===== config.mk =====
export PLATFORM = sky130hd
export DESIGN_NAME = jk_excite_driver
export DESIGN_NICKNAME = d
export VERILOG_FILES = /design/src/rtl/jk_excite_driver.sv
export SDC_FILE = /design/constraint.sdc
export NUM_CORES = 1
export LEC_CHECK = 0
export ABC_AREA = 1
export CORE_MARGIN = 2
export CORE_UTILIZATION = 49
export CTS_BUF_LIST = sky130_fd_sc_hd__clkbuf_4 sky130_fd_sc_hd__clkbuf_8
export DETAILED_ROUTE_END_ITERATION = 16
export GPL_ROUTABILITY_DRIVEN = 0
export GPL_TIMING_DRIVEN = 0
export PLACE_DENSITY = 0.87
export SYNTH_ARGS = -nofsm -noshare
export SYNTH_HDL_FRONTEND = slang
export SYNTH_SLANG_ARGS = --single-unit

===== constraint.sdc =====
create_clock -name clk -period 2 [get_ports clk]
set_clock_uncertainty 0.2 [all_clocks]
set_input_delay 0.3 -clock clk [delete_from_list [all_inputs] [get_ports clk]]
set_output_delay 0.3 -clock clk [all_outputs]
set_load 0.03 [all_outputs]

===== src/rtl/jk_excite_driver.sv =====
// jk_excite_driver: loads an external JK flip-flop bank with a target word, then verifies it.
module jk_excite_driver #(
  parameter int WIDTH      = 4,
  parameter bit USE_TOGGLE = 1'b0
) (
  input  logic             clk,
  input  logic             reset,
  input  logic             tgt_valid,
  input  logic [WIDTH-1:0] tgt_data,
  output logic             tgt_ready,
  output logic [WIDTH-1:0] j,
  output logic [WIDTH-1:0] k,
  input  logic [WIDTH-1:0] q_fb,
  output logic             busy,
  output logic             done,
  output logic             mismatch,
  output logic [7:0]       err_count
);
  typedef enum logic [1:0] {IDLE, DRIVE, CHECK} state_t;
  state_t state_q, state_d;
  logic [WIDTH-1:0] tgt_q, tgt_d, j_q, j_d, k_q, k_d, chg;
  logic done_q, done_d, mismatch_q, mismatch_d, rdy_q;
  logic [7:0] err_count_q, err_count_d;
  logic accept;
  always_ff @(posedge clk or negedge reset) begin
    if (!reset) begin
      state_q     <= IDLE;
      tgt_q       <= '0;
      j_q         <= '0;
      k_q         <= '0;
      done_q      <= 1'b0;
      mismatch_q  <= 1'b0;
      err_count_q <= '0;
      rdy_q       <= 1'b0;
    end else begin
      state_q     <= state_d;
      tgt_q       <= tgt_d;
      j_q         <= j_d;
      k_q         <= k_d;
      done_q      <= done_d;
      mismatch_q  <= mismatch_d;
      err_count_q <= err_count_d;
      rdy_q       <= 1'b1;
    end
  end
  // rdy_q keeps the block from accepting on the first edge after reset release
  assign tgt_ready = rdy_q && state_q == IDLE;
  assign accept    = tgt_valid && tgt_ready;
  always_comb begin
    state_d = state_q;
    case (state_q)
      IDLE:    state_d = accept ? DRIVE : IDLE;
      DRIVE:   state_d = CHECK;
      default: state_d = IDLE;
    endcase
  end
  assign chg = tgt_data ^ q_fb;
  always_comb begin
    tgt_d       = accept ? tgt_data : tgt_q;
    j_d         = accept ? chg : '0;
    k_d         = accept ? (USE_TOGGLE ? chg : chg & ~tgt_data) : '0;
    j_d         = (accept && !USE_TOGGLE) ? chg & tgt_data : j_d;
    done_d      = state_q == CHECK && q_fb == tgt_q;
    mismatch_d  = state_q == CHECK && q_fb != tgt_q;
    err_count_d = (mismatch_d && err_count_q != 8'hff) ? err_count_q + 8'd1 : err_count_q;
  end
  assign j         = j_q;
  assign k         = k_q;
  assign busy      = state_q != IDLE;
  assign done      = done_q;
  assign mismatch  = mismatch_q;
  assign err_count = err_count_q;
endmodule


# Yosys cells after proc, flatten, opt, wreduce, memory -nomap -nowiden
# Index checks and enable logic that the tools add are counted.
[totals] in_bits=11 wordCells=29 output_inout_bits=20 ff_bits=25
[classes] eq_ne=5 reduce_logical=7 n_mux=4 n_bitwise=4 add_sub_neg=1
[ops] op="$add A8 B1 Y8 const B" n=1
[ops] op="$and A4 B4 Y4" n=2
[ops] op="$mux W4" n=2
[ops] op="$ne A8 B8 Y1 const B" n=1
[ops] op="$logic_and A1 B1 Y1" n=5
[ops] op="$eq A4 B4 Y1" n=1
[ops] op="$ne A4 B4 Y1" n=1
[ops] op="$not A4 Y4" n=1
[ops] op="$pmux W2 S2" n=1
[ops] op="$xor A4 B4 Y4" n=1
[ops] op="$eq A2 B1 Y1 const B" n=1
[ops] op="$eq A2 B2 Y1 const B" n=1
[ops] op="$logic_not A2 Y1" n=1
[ops] op="$reduce_bool A2 Y1" n=1
[ops] op="$mux W1" n=1

# Depth between registers and ports, before layout
[logic_depth] ltp_word=5 depth_mapped=8 mapped_depth_nobuf=8

# Worst setup path after synthesis
# Ideal clock, no wire load.
[synth_timing] path_type="reg2reg" startpoint="register state_q[1]" endpoint="register tgt_q[0]" n_path_buf=0 period_less_slack_ns=1.800 t_arrival_ns=1.517 path_slack_ns=0.200 setup_ns=0.083 stages_incl_launch_ff=8 t_required_ns=1.717 cell_sequence="dfrtp_1 -> inv_1 -> nand2_2 -> nor2_1 -> nand2_2 -> inv_2 -> nand2_1 -> o21ai_0"
[synth_between] elab_chain_len=3
[synth_lines] item="start: declaration" line="20" rtl="state_t state_q, state_d;"
[synth_lines] item="start signal: assignment" line="36" rtl="state_q <= state_d;"
[synth_lines] item="$logic_not A2 Y1" line="47" rtl="assign tgt_ready = rdy_q && state_q == IDLE;"
[synth_lines] item="$logic_and A1 B1 Y1" line="47"
[synth_lines] item="via tgt_ready" line="10" rtl="output logic tgt_ready,"
[synth_lines] item="$logic_and A1 B1 Y1" line="48" rtl="assign accept = tgt_valid && tgt_ready;"
[synth_lines] item="end signal: assignment" line="37" rtl="tgt_q <= tgt_d;"
[synth_lines] item="end: declaration" line="21" rtl="logic [WIDTH-1:0] tgt_q, tgt_d, j_q, j_d, k_q, k_d, chg;"
# The timed path passes the listed nets, and every way through them passes these cells.
# A chain may end at the register's enable or synchronous reset.

# Worst setup path in the final report
[layout_timing] startpoint="register err_count_q[4], in the netlist err_count[4]" endpoint="output port err_count[4]"
[layout_rtl] item="start: declaration" line="23" rtl="logic [7:0] err_count_q, err_count_d;"
[layout_rtl] item="start signal: assignment" line="42" rtl="err_count_q <= err_count_d;"
[layout_rtl] item="end: declaration" line="17" rtl="output logic [7:0] err_count"
# No word-level cell between the ends.

==> qor.yml <==
global_routing:
  grt_pass1_vias: 967
  grt_pass1_wl_um: 3910
  overflow: 0
  antenna_found_initial: 0
  grt_max_degree: 26
  track_usage: 0.198
drt:
  via_per_inst: 4.95
  routed_wl_um: 2210
  post_drt_wl_per_cell_um: 11.6
  drc: 0
  ant_nets: 0
  drt_first_pass_iters: 4
  num_vias: 941
  drt_iter0_drc: 13
yosys:
  synth_area_sq_um: 1130
  synthSimpleGateAreaFrac: 0.322
  ys_seq_area_frac: 0.554
  synth_compound_area_frac: 0.0332
  yosysWarnings: 0
  synth_cell_types: 20
  postSynthAreaPerCell_sq_um: 8.83
  synth-adder-area-share: 0.0111
  synth.mux.area_fraction: 0
  synth_top_family_by_area: "simple AND/OR/NAND/NOR gates"
  synth_fp_nets: 140
  synthXorXnorAreaFrac: 0.0233
  synthCells: 128
  synth_seq_cells: 25
critical_path:
  path_cells: "clkdlybuf4s50_1"
  cp_slowest_cell: "clkdlybuf4s50_1"
  cp.buffers_inverters: 1
  end_kind: "output pin"
  worst-setup-path-type: "register to output pin"
  start_kind: "register"
  cp_max_fo: 5
  crit_arrival_ns: 1.46
  cp.required_ns: 1.50
  slowest_delay_ns: 0.70
  cpLargestDelayFamily: "buffers and inverters"
pwr:
  finalPower_mw: 1.27
  irDropWorstVdd_mv: 0.738
  p_per_area_nw_per_um2: 847
  leakage_nw: 0.793
sta:
  layout_min_cycle_time_ns: 1.96
  rsz0062_at_grt: "no"
  hold_viol: 0
  relSlewSlack: 0.281
  drv_slew: 0
  finalSetupTns_ns: 0
  final.period_utilization: 0.979
  final-setup-viol-count: 0
  clock.fmax_mhz: 511
  tightest_slew_ns: 1.08
layout:
  finalNonFillerCells: 190
  nFillCells: 176
  nNetsFinal: 175
  final_area_sq_um: 1490
  drive_gt1_frac: 0.0864
  syn_to_final_growth_pct: 32.2
  diodes: 0
worst_hold_path:
  holdCritPathClass: "register to register"
placement:
  dpl.cell_count: 186
  dp_hpwl_um: 1670
  placed_area_sq_um: 1470
  portBuffers: 30
cts:
  numClockSinks: 25
  clockRootBuffer: "clkbuf_4"
  hold_buffers: 0
  cts_tree: "done"
  htreeDepth: 1
  cts_buffers: 3
  clk_path_buf_depth: 2
  clk_pin_slew_ns: 0.12
  clk_latency_ns: 0.32
die:
  core_sq_um: 2190
  rows: 17
  io_pins: 31
  die_h_um: 52.0
  dieArea_sq_um: 2710
  start_util: 0.516
  dieWidth_um: 52.0
run:
  drv_cap: 0
run_status:
  status: "completed"
synth_stat cells (all sizes together):
cell type / instances / area share
a21boi: 1 / 0.0066
conb: 1 / 0.0033
dfrtp: 25 / 0.55
ha: 1 / 0.011
inv: 16 / 0.053
nand2: 45 / 0.16
nand3: 4 / 0.044
nand3b: 1 / 0.0066
nand4: 8 / 0.044
nor2: 12 / 0.049
nor3: 5 / 0.022
o21ai: 6 / 0.027
xnor2: 2 / 0.016
xor2: 1 / 0.0078
routing by layer:
layer / routed length [um] / part of all wire / GRT usage / vias up
met3: 128 / 0.058 / 0.0402 / 5
met1: 921 / 0.42 / 0.203 / 438
li1: - / - / - / 475
met2: 1130 / 0.51 / 0.371 / 23
met4: 31 / 0.014 / 0.101 / 0
met5: 0 / 0 / 0 / -
power breakdown:
group | total [mW] | internal (mW) | switching (mW)
clock | 0.234 | 0.0917 | 0.142
sequential | 0.634 | 0.569 | 0.0645
combinational | 0.398 | 0.160 | 0.238
total | 1.27 | 0.821 | 0.445
layout by cell type, fill, tap and decap left out:
| master | count |
|---|---|
| nand2_1 | 42 |
| dfrtp_1 | 25 |
| clkdlybuf4s50_1 | 23 |
| inv_1 | 15 |
| nor2_1 | 10 |
| nand4_1 | 8 |
| o21ai_0 | 6 |
| nor3_1 | 5 |
| clkbuf_4 | 4 |
| nand2_2 | 3 |
| dlygate4sd2_1 | 3 |
| dlymetal6s2s_1 | 3 |
| nand3_4 | 2 |
| xnor2_1 | 2 |
| inv_2 | 1 |
| nor2_2 | 1 |
| a21boi_0 | 1 |
| nand3_2 | 1 |
| nor2_4 | 1 |
| nand3_1 | 1 |
| xor2_1 | 1 |
| nand3b_1 | 1 |
| ha_1 | 1 |
| clkbuf_2 | 1 |
| conb_1 | 1 |
final cells by class:
cell class / count / area (sq um) / share of cell area
Sequential cell: 25 / 626 / 0.419
Multi-Input combinational cell: 87 / 444 / 0.297
Timing Repair Buffer: 30 / 299 / 0.200
Inverter: 16 / 60.1 / 0.0402
Tap cell: 28 / 35.0 / 0.0235
Clock buffer: 4 / 30.0 / 0.0201
through the flow:
| step | hold slack (ns) | setup WS, ns | utilization |
|---|---|---|---|
| floorplan | -0.196 | 0.200 | - |
| global placement | 0.213 | 0.140 | 0.669 |
| detailed placement | 0.217 | 0.102 | 0.669 |
| CTS | 0.234 | 0.0116 | 0.680 |
| global route | 0.244 | 0.00202 | 0.682 |
| finish | 0.232 | 0.0426 | 0.682 |
worst paths after layout:
kind                       cells after the start           end         start  slack, ns
max                                            1  err_count[4]  err_count[4]       0.04
min                                            1    state_q[1]    state_q[1]       0.23
max reg2reg                                    7  err_count[6]  err_count[0]       0.37
min reg2reg                                    1    state_q[1]    state_q[1]       0.23
max in group asynchronous                      1      tgt_q[0]         reset       0.61
min in group asynchronous                      1  err_count[2]         reset       0.35
sequential cells by signal, summed over array words and instances (netlist names):
| register | cells |
|---|---|
| j | 4 |
| done | 1 |
| rdy_q | 1 |
| k | 4 |
| tgt_q | 4 |
| state_q | 2 |
| err_count | 8 |
| mismatch | 1 |
timing repair:
item                                    4_1_cts  5_1_grt
endpoints found under the setup margin        4        4
gates resized for setup                       4        5
pin swaps                                     0        0
setup buffers                                 0        0
logic make-up after synthesis:
group                      after synthesis
buffers and inverters                   16
xor gates and xnor gates                 3
DFF                                     25
adders and majority gates                1
and+or+nand+nor                         75
AOI/OAI and AO/OA                        7
other                                    1
Note: power is estimated with default switching activity, not from simulation.
